**src/rtl/moore_cmd_sequencer.sv**
```systemverilog
// moore_cmd_sequencer: turns (op, count) requests into the 2-bit mode/execute
// code stream for a Moore output-cell receiver, while shadowing the receiver
// mode and predicting its output bit.
module moore_cmd_sequencer #(
  parameter int CNT_W = 4
) (
  input  logic             clock,
  input  logic             reset,
  input  logic             req_valid,
  output logic             req_ready,
  input  logic [1:0]       req_op,
  input  logic [CNT_W-1:0] req_count,
  output logic [1:0]       ain,
  output logic [1:0]       mode,
  output logic             aout_pred,
  output logic             pred_valid,
  output logic             busy,
  output logic             done,
  output logic             err
);

  typedef enum logic [1:0] {
    IDLE   = 2'd0,
    SELECT = 2'd1,
    EXEC   = 2'd2
  } state_e;

  localparam logic [1:0]       CODE_EXEC   = 2'b00;
  localparam logic [1:0]       CODE_CLEAR  = 2'b01;
  localparam logic [1:0]       CODE_TOGGLE = 2'b10;
  localparam logic [1:0]       CODE_SET    = 2'b11;
  localparam logic [CNT_W-1:0] CNT_ONE     = 1;
  localparam logic [CNT_W-1:0] CNT_ZERO    = '0;

  state_e           state_q, state_d;
  logic [CNT_W-1:0] remaining_q, remaining_d;
  logic [1:0]       ain_q, ain_d;
  logic [1:0]       mode_q, mode_d;
  logic             aoutPred_q, aoutPred_d;
  logic             predValid_q, predValid_d;
  logic             done_q, done_d;
  logic             err_q, err_d;

  // Next-state logic: request decode, select/execute sequencing and output prediction.
  always_comb begin
    state_d     = state_q;
    remaining_d = remaining_q;
    ain_d       = ain_q;
    mode_d      = mode_q;
    aoutPred_d  = aoutPred_q;
    predValid_d = predValid_q;
    done_d      = 1'b0;
    err_d       = 1'b0;

    case (state_q)
      IDLE: begin
        if (req_valid) begin
          if (req_op == CODE_EXEC) begin
            err_d = 1'b1;
          end else if (req_op != mode_q) begin
            ain_d       = req_op;
            mode_d      = req_op;
            remaining_d = req_count;
            state_d     = SELECT;
          end else if (req_count != CNT_ZERO) begin
            ain_d       = CODE_EXEC;
            remaining_d = req_count - CNT_ONE;
            state_d     = EXEC;
          end else begin
            done_d = 1'b1;
          end
        end
      end
      SELECT: begin
        if (remaining_q != CNT_ZERO) begin
          ain_d       = CODE_EXEC;
          remaining_d = remaining_q - CNT_ONE;
          state_d     = EXEC;
        end else begin
          ain_d   = mode_q;
          state_d = IDLE;
          done_d  = 1'b1;
        end
      end
      EXEC: begin
        if (remaining_q != CNT_ZERO) begin
          remaining_d = remaining_q - CNT_ONE;
        end else begin
          ain_d   = mode_q;
          state_d = IDLE;
          done_d  = 1'b1;
        end
      end
      default: begin
        ain_d   = mode_q;
        state_d = IDLE;
      end
    endcase

    if (ain_q == CODE_EXEC) begin
      case (mode_q)
        CODE_CLEAR: begin
          aoutPred_d  = 1'b0;
          predValid_d = 1'b1;
        end
        CODE_SET: begin
          aoutPred_d  = 1'b1;
          predValid_d = 1'b1;
        end
        CODE_TOGGLE: aoutPred_d = ~aoutPred_q;
        default: ;
      endcase
    end
  end

  // State register; reset mirrors the receiver's own reset so the shadow stays coherent.
  always_ff @(posedge clock or posedge reset) begin
    if (reset) begin
      state_q     <= IDLE;
      remaining_q <= '0;
      ain_q       <= CODE_CLEAR;
      mode_q      <= CODE_CLEAR;
      aoutPred_q  <= 1'b0;
      predValid_q <= 1'b0;
      done_q      <= 1'b0;
      err_q       <= 1'b0;
    end else begin
      state_q     <= state_d;
      remaining_q <= remaining_d;
      ain_q       <= ain_d;
      mode_q      <= mode_d;
      aoutPred_q  <= aoutPred_d;
      predValid_q <= predValid_d;
      done_q      <= done_d;
      err_q       <= err_d;
    end
  end

  assign req_ready  = (state_q == IDLE);
  assign busy       = (state_q != IDLE);
  assign ain        = ain_q;
  assign mode       = mode_q;
  assign aout_pred  = aoutPred_q;
  assign pred_valid = predValid_q;
  assign done       = done_q;
  assign err        = err_q;

endmodule

```
**config.mk**
```make
export PLATFORM = sky130hd
export DESIGN_NAME = moore_cmd_sequencer
export DESIGN_NICKNAME = d
export VERILOG_FILES = /design/src/rtl/moore_cmd_sequencer.sv
export SDC_FILE = /design/constraint.sdc
export NUM_CORES = 1
export LEC_CHECK = 0
export CAP_MARGIN = 0
export CORE_UTILIZATION = 47
export DETAILED_ROUTE_END_ITERATION = 10
export PLACE_DENSITY_LB_ADDON = 0.1
export SYNTH_ARGS = -nofsm -noshare
export SYNTH_HDL_FRONTEND = slang
export SYNTH_SLANG_ARGS = --single-unit
export TNS_END_PERCENT = 5
```
**constraint.sdc**
```tcl
create_clock -name clock -period 2.2 [get_ports clock]
set_clock_uncertainty 0.2 [all_clocks]
set_input_delay 0.33 -clock clock [delete_from_list [all_inputs] [get_ports clock]]
set_output_delay 0.33 -clock clock [all_outputs]
set_load 0.02 [all_outputs]
```
==> impl_metrics.ini, run 1 <==
[placement]
place_ws_ns = -0.137
gp_congestion = 0.871
dpl_cell_area_sq_um = 1270
dp_cells = 155
hpwl_um = 1680
port_buffers = 18

[pwr]
power_uw = 1840
peakVddDrop_v = 0.00104
powerDensity_nw_per_um2 = 1420
p_leak_uw = 0.000592

[drt]
via_count = 855
drtPass1Iterations = 4
wl_per_cell_um = 13.3
via_per_inst = 5.38
drtIter0Drc = 27
drc = 0
wl_um = 2110
ant_nets = 0

[grt]
antenna_found_initial = 0
grt_pass1_vias = 732
grt_pass1_wl_um = 3420
overflow = 0
grt_max_degree = 15
track_usage_pct = 23.4

[sta]
rsz0062_at_grt = no
slew_headroom_pct = 62.3
report.final.slew_viol_count = 0
setup_viol = 0
fin_ws_ns = 0.0657
fmax_mhz = 469
worst_pin_slew_ns = 0.565
period_share_pct = 97.0
layout_min_cycle_time_ns = 2.13
hold_viol = 0

[critical_path]
crit_path_end_kind = primary output
worstSetupPathType = flip-flop to primary output
reg2reg_from = state_q[1]
required_ns = 1.67
crit_start = mode[0]
arrival_ns = 1.60
cp_max_fo = 6
cp-start-kind = flip-flop

[layout]
final_cell_mix = buf_4, clkdlybuf4s50_1, dfrtp_1
nets = 150
final_common_cell = buf_4
area_growth_pct = 38.4
fill_cells = 160
postLayoutCellArea_sq_um = 1290
drive_gt1_share_pct = 23.1
stdcell_count = 159
num_antenna_cells = 0

[logic_synthesis]
ys_top_cells_by_area = dfrtp_1, ha_1, dfstp_2
synth_xor_xnor_area_share_pct = 5.35
yosysWarnings = 0
synth.distinct_cells = 35
yosysTopAreaCell = dfrtp_1
synth_seq_area_share_pct = 37.7
yosys.area_share.simple_pct = 22.1
ys_seq_elements = 14
synthArstFlopShare_pct = 100
syn_area_per_cell_sq_um = 9.65
synth_top_area_share_pct = 32.1
synth_top_family_by_area = simple AND/OR/NAND/NOR gates
yosys_most_used_dff = dfrtp_1
synth_compound_area_share_pct = 17.0
synth_edf_count = 0
synth_mux_area_share_pct = 5.08
netlist_area_sq_um = 936
syn-num-nets = 112
synth-adder-area-share_pct = 8.02
syn-instance-count = 97

[die]
core_area_sq_um = 1800
ioPinCount = 19
die_x_um = 46.6
die_h_um = 46.6
initial_utilization_pct = 51.9
row_count = 15
die_area_sq_um = 2170

[clock_tree]
post_cts_buffers = 0
cts-root-buf = clkbuf_4
clk_latency_ns = 0.29
tritoncts = yes
ctsResizeCount = 3
cts.reportedPaths.clkPinSlew_ns = 0.09
cts_sinks = 14
cts_hold_buf = 0
cts.htree.levels = 1
cts_buffer_depth = 2
cts_buffers = 3

[flow_run]
drv_cap = 0

[hold_path]
hold_path_class = input pin to asynchronous set/reset pin

[status]
status = completed
## final cells by class
class	instances	area, sq um	share of cell area (%)
clock buffer	4	26.3	2.03
inverter	10	37.5	2.90
multi-input combinational	71	542	41.8
sequential	14	353	27.2
tap	25	31.3	2.42
timing repair buffer	35	305	23.6
## path summary, 6_finish.rpt
kind,cells past startpoint,to,slack [ns]
max,2,mode[0],0.07
min,2,err,0.18
max reg2reg,6,ain[1],0.14
min reg2reg,1,pred_valid,0.26
max in group asynchronous,2,ain[0],1.23
min in group clock,1,pred_valid,0.26
## critical path, stage by stage (launching register included)
cell and delay, ns:
dfstp_2 0.57, buf_4 0.15, clkdlybuf4s50_1 0.60
## state kept, by name, summed over array words and instances, names as in the netlist
signal,flops
pred_valid,1
remaining_q,4
state_q,2
mode,2
aout_pred,1
err,1
ain,2
done,1
## synth_stat cells, types with 3 or more instances
master   instances
nand2_1          9
nor3_1           4
dfrtp_1         12
a21oi_1          3
nor2_1           7
inv_1           10
nand3_1          5
a22o_1           3
ha_1             6
o21ai_0          4
nor3b_1          3
or2_2            3
## report_power, final
| group | switching (uW) | internal, uW |
|---|---|---|
| combinational | 612 | 599 |
| clock | 90.8 | 70.6 |
| sequential | 91.1 | 381 |
| total | 794 | 1050 |
## per-stage QoR
step / hold WS (ns) / util [%] / setup TNS [ns]
2_1_floorplan: 0.0178 / - / 0
3_3_place_gp: 0.241 / 70.3 / -0.276
5_1_grt: 0.250 / 71.9 / 0
6_report: 0.184 / 71.9 / 0
4_1_cts: 0.209 / 71.8 / 0
3_5_place_dp: 0.248 / 70.3 / -0.400
## routing by layer
layer  vias to the layer above  part of all wire [%]  GRT usage, %
met5                         -                     0             0
met4                         0                   1.9          10.3
met3                         6                   5.1          3.53
met2                        31                    43          33.3
met1                       392                    50          34.4
li1                        426                     -             -
## cell families after synthesis
group	count (synthesis)
compound gates	21
buf+inv	12
fa+ha+maj	6
xor+xnor	4
flops	14
mux	4
simple gates	36
No activity file was read; power rests on OpenSTA's default activity.
==> run 2, diff against run 1 <==
--- a/config.mk
+++ b/config.mk
@@ -6,6 +6,7 @@
 export NUM_CORES = 1
 export LEC_CHECK = 0
 export CAP_MARGIN = 0
+export CORE_MARGIN = 2
 export CORE_UTILIZATION = 47
 export DETAILED_ROUTE_END_ITERATION = 10
 export PLACE_DENSITY_LB_ADDON = 0.1
==> run 2 against run 1 <==
Compared with the run above: register-to-register slack better by 0.04 ns; sequential power is 4.4% higher; worst hold slack worse by 0.0031 ns; routed wire length is 0.52% higher; worst setup slack better by 0.071 ns; sequential share of layout area is 0.053 points higher; global-route usage is 2.3 points lower.
==> impl_metrics.ini, run 2 (same netlist as run 1, synthesis figures left out) <==
[critical_path]
required_ns = 1.67
cp.buffers_inverters = 1
worstSetupPathType = flip-flop to primary output
arrival_ns = 1.53
slowest_delay_ns = 0.63
cp_max_fo = 7
path_cells = clkdlybuf4s50_1
cp-start-kind = flip-flop
crit_family = buffers and inverters
crit_path_end_kind = primary output
cp_slowest_cell = clkdlybuf4s50_1

[clock_tree]
clk_latency_ns = 0.28
ctsResizeCount = 3
cts_buffer_depth = 2
cts_hold_buf = 0
cts_buffers = 3
cts.reportedPaths.clkPinSlew_ns = 0.09
tritoncts = yes
cts.htree.levels = 1
cts-root-buf = clkbuf_4
cts_sinks = 14
post_cts_buffers = 0

[pwr]
peakVddDrop_v = 0.000813
p_leak_uw = 0.000592
switchingPower_uw = 780
p_clk_share_pct = 8.2
swShare_pct = 42.6
p_comb_share_pct = 64.9
powerDensity_nw_per_um2 = 1420
pwr-share-seq_pct = 26.9
p_int_uw = 1050

[placement]
hpwl_um = 1710
dp_cells = 157
port_buffers = 18
gp_congestion = 0.789

[layout]
max_flop_register = remaining_q
drive_gt1_share_pct = 23.3
stdcell_count = 160
fill_cells = 164
area_growth_pct = 38.1
largest_register_ffs = 4
multi_input_area_sq_um = 541
final_cell_mix = buf_4, clkdlybuf4s50_1, dfrtp_1
nets = 150
final_common_cell = buf_4
register_area_sq_um = 353
num_antenna_cells = 0
fin_util_pct = 67.3

[sta]
rsz0062_at_grt = no
setup_viol = 0
slew_headroom_pct = 63.9
report.final.slew_viol_count = 0
fmax_mhz = 485
worst_pin_slew_ns = 0.541
hold_viol = 0
whs_ns = 0.181
period_share_pct = 93.8
layout_min_cycle_time_ns = 2.06

[grt]
antenna_found_initial = 0
grt_max_degree = 15
grt_pass1_wl_um = 3830
track_usage_pct = 21.1
overflow = 0
grt_pass1_vias = 846

[die]
die_area_sq_um = 2360
ioPinCount = 19
row_count = 16
initial_utilization_pct = 48.7
die_x_um = 48.6
core_area_sq_um = 1920
die_h_um = 48.6

[drt]
wl_per_cell_um = 13.2
drc = 0
drtPass1Iterations = 4
via_count = 836
wl_um = 2120
via_per_inst = 5.23
ant_nets = 0
drtIter0Drc = 4

[flow_run]
drv_cap = 0

[hold_path]
hold_path_class = input pin to asynchronous set/reset pin

[status]
status = completed
[run 2: power by group through the flow]
stage	clock network [uW]	logic, uW	registers [uW]
3_3_place_gp	0	1180	492
3_5_place_dp	0	1210	499
5_1_grt	168	1330	514
2_1_floorplan	0	710	539
4_1_cts	154	1200	495
6_report	151	1190	493
[run 2: cell type report]
cell class,instances,share of cell area [%]
inverters,10,2.90
clock buffers,3,1.74
repair buffers,35,23.6
flip-flops and latches,14,27.3
multi-input cells,71,41.8
well taps,27,2.61
[run 2: per-layer routing]
| metal | routed length (um) | track usage (%) | share of wire [%] |
|---|---|---|---|
| met1 | 910 | 24.6 | 43 |
| met4 | 48 | 10.0 | 2.3 |
| met2 | 1100 | 37.9 | 52 |
| met5 | 0 | 0 | 0 |
| met3 | 60 | 3.09 | 2.8 |
[run 2: stage by stage]
stage                     instance area [sq um]  setup TNS [ns]  total power (uW)  worst slack, ns
final                                      1290               0              1830            0.137
after detailed placement                   1270          -0.266              1710           -0.117
after CTS                                  1290               0              1850            0.122
after floorplan                             936               0              1250            0.119
after global placement                     1270          -0.148              1670          -0.0691
after global routing                       1290               0              2010           0.0626
[run 2: path summary, 6_finish.rpt]
check	slack [ns]	cells after the start	start	endpoint
worst min register to register	0.27	1	pred_valid	pred_valid
max in group asynchronous	1.25	2	reset	mode[0]
worst max-delay path	0.14	1	mode[0]	mode[0]
min in group clock	0.27	1	pred_valid	pred_valid
worst max register to register	0.18	6	state_q[1]	ain[1]
worst min-delay path	0.18	2	reset	done
[run 2: worst register-to-register path: cells and delay by family (launching register included)]
family          cells  cell delay, ns
mux                 1            0.34
flops               1            0.41
simple gates        2            0.32
compound gates      1            0.24
fa+ha+maj           1            0.28
buf+inv             1            0.11
==> run 3, diff against run 2 <==
--- a/config.mk
+++ b/config.mk
@@ -6,6 +6,7 @@
 export NUM_CORES = 1
 export LEC_CHECK = 0
 export CAP_MARGIN = 0
+export CORE_ASPECT_RATIO = 0.9
 export CORE_MARGIN = 2
 export CORE_UTILIZATION = 47
 export DETAILED_ROUTE_END_ITERATION = 10
==> run 3 against run 2 <==
Compared with the run above: final cell count shrank 2.5%; critical endpoint unchanged; clock power shrank 5%; worst hold slack gained 0.012 ns; clock-buffer cell count is the same; design area shrank 1.4%; highest routed layer unchanged.
==> impl_metrics.ini, run 3 (same netlist as run 1, synthesis figures left out) <==
[critical_path]
cp-start-kind = flip-flop
reg2reg_depth = 6
arrival_ns = 1.58
cp_max_fo = 6
worstSetupPathType = flip-flop to primary output
required_ns = 1.67
crit_path_end_kind = primary output

[drt]
via_per_inst = 5.40
via_count = 843
ant_nets = 0
wl_met3_um = 107
drc = 0
wl_met1_um = 1130
wl_um = 2160
wl_per_cell_um = 13.9
drtPass1Iterations = 5
drtIter0Drc = 48
highest_layer = met4
wl_met2_um = 906

[clock_tree]
clk_latency_ns = 0.27
post_cts_buffers = 0
cts_buffers = 3
cts_sinks = 14
cts-root-buf = clkbuf_4
ctsResizeCount = 3
cts_buffer_depth = 2
tritoncts = yes
cts_hold_buf = 0
cts.htree.levels = 1
cts.reportedPaths.clkPinSlew_ns = 0.08

[pwr]
swShare_pct = 43.6
p_clk_share_pct = 7.7
switchingPower_uw = 807
p_leak_uw = 0.000581
p_int_uw = 1040
pwr-share-seq_pct = 25.5
peakVddDrop_v = 0.000955
powerDensity_nw_per_um2 = 1450
p_comb_share_pct = 66.8

[die]
ioPinCount = 19
core_area_sq_um = 1900
row_count = 15
die_x_um = 51.0
initial_utilization_pct = 49.4
die_h_um = 46.3
die_area_sq_um = 2360

[status]
status = completed

[sta]
slew_headroom_pct = 63.5
layout_min_cycle_time_ns = 2.11
rsz0062_at_grt = no
worst_pin_slew_ns = 0.546
setup_viol = 0
report.final.slew_viol_count = 0
hold_viol = 0
whs_ns = 0.193
fmax_mhz = 475
period_share_pct = 95.8

[layout]
max_flop_register = remaining_q
final_cell_mix = clkdlybuf4s50_1, buf_4, dfrtp_1
nets = 148
num_antenna_cells = 0
drive_gt1_share_pct = 22.1
area_growth_pct = 36.2
stdcell_count = 156
largest_register_ffs = 4
fill_cells = 154
final_common_cell = clkdlybuf4s50_1

[grt]
grt_pass1_vias = 767
track_usage_pct = 21.3
overflow = 0
antenna_found_initial = 0
grt_max_degree = 15
grt_pass1_wl_um = 3670

[placement]
hpwl_um = 1720
gp_congestion = 0.796
port_buffers = 18
dp_cells = 153

[hold_path]
hold_path_class = input pin to asynchronous set/reset pin

[flow_run]
drv_cap = 0
-- run 3: worst paths after layout --
kind                            slack (ns)       start    endpoint
worst max-delay path                  0.09     mode[0]     mode[0]
worst max register to register        0.13  state_q[1]      ain[1]
max in group asynchronous             1.24       reset      ain[0]
min in group clock                    0.26  pred_valid  pred_valid
worst min register to register        0.26  pred_valid  pred_valid
worst min-delay path                  0.19       reset        done
-- run 3: metrics by stage --
step                power, uW  setup TNS (ns)  setup WS, ns  utilization, %  area, sq um
finish                   1850               0        0.0935            67.3         1270
global route             2000               0        0.0414            67.3         1270
CTS                      1850               0        0.0901            67.3         1270
detailed placement       1710          -0.437        -0.110            66.1         1250
global placement         1670          -0.429        -0.104            66.1         1250
floorplan                1250               0         0.119               -          936
-- run 3: power by group through the flow --
stage | sequential, uW | combinational, uW | clock (uW)
final | 472 | 1240 | 143
after global routing | 484 | 1350 | 159
after CTS | 472 | 1230 | 146
after detailed placement | 477 | 1230 | 0
after global placement | 468 | 1210 | 0
after floorplan | 539 | 710 | 0
-- run 3: metal layers --
layer | GRT usage [%] | vias to the layer above
met2 | 31.4 | 24
met5 | 0 | -
met1 | 31.6 | 400
met3 | 3.90 | 2
li1 | - | 417
met4 | 6.49 | 0
-- run 3: cell type report --
| cell class | instances | area [sq um] | area share, % |
|---|---|---|---|
| Multi-Input combinational cell | 71 | 541 | 42.4 |
| Sequential cell | 14 | 353 | 27.7 |
| Timing Repair Buffer | 33 | 290 | 22.8 |
| Inverter | 10 | 37.5 | 2.94 |
| Tap cell | 25 | 31.3 | 2.45 |
| Clock buffer | 3 | 22.5 | 1.77 |
-- run 3: worst max-delay path, cell delays in order, from the launching register on --
cell and delay (ns):
dfstp_2 0.56, buf_4 0.14, clkdlybuf4s50_1 0.60
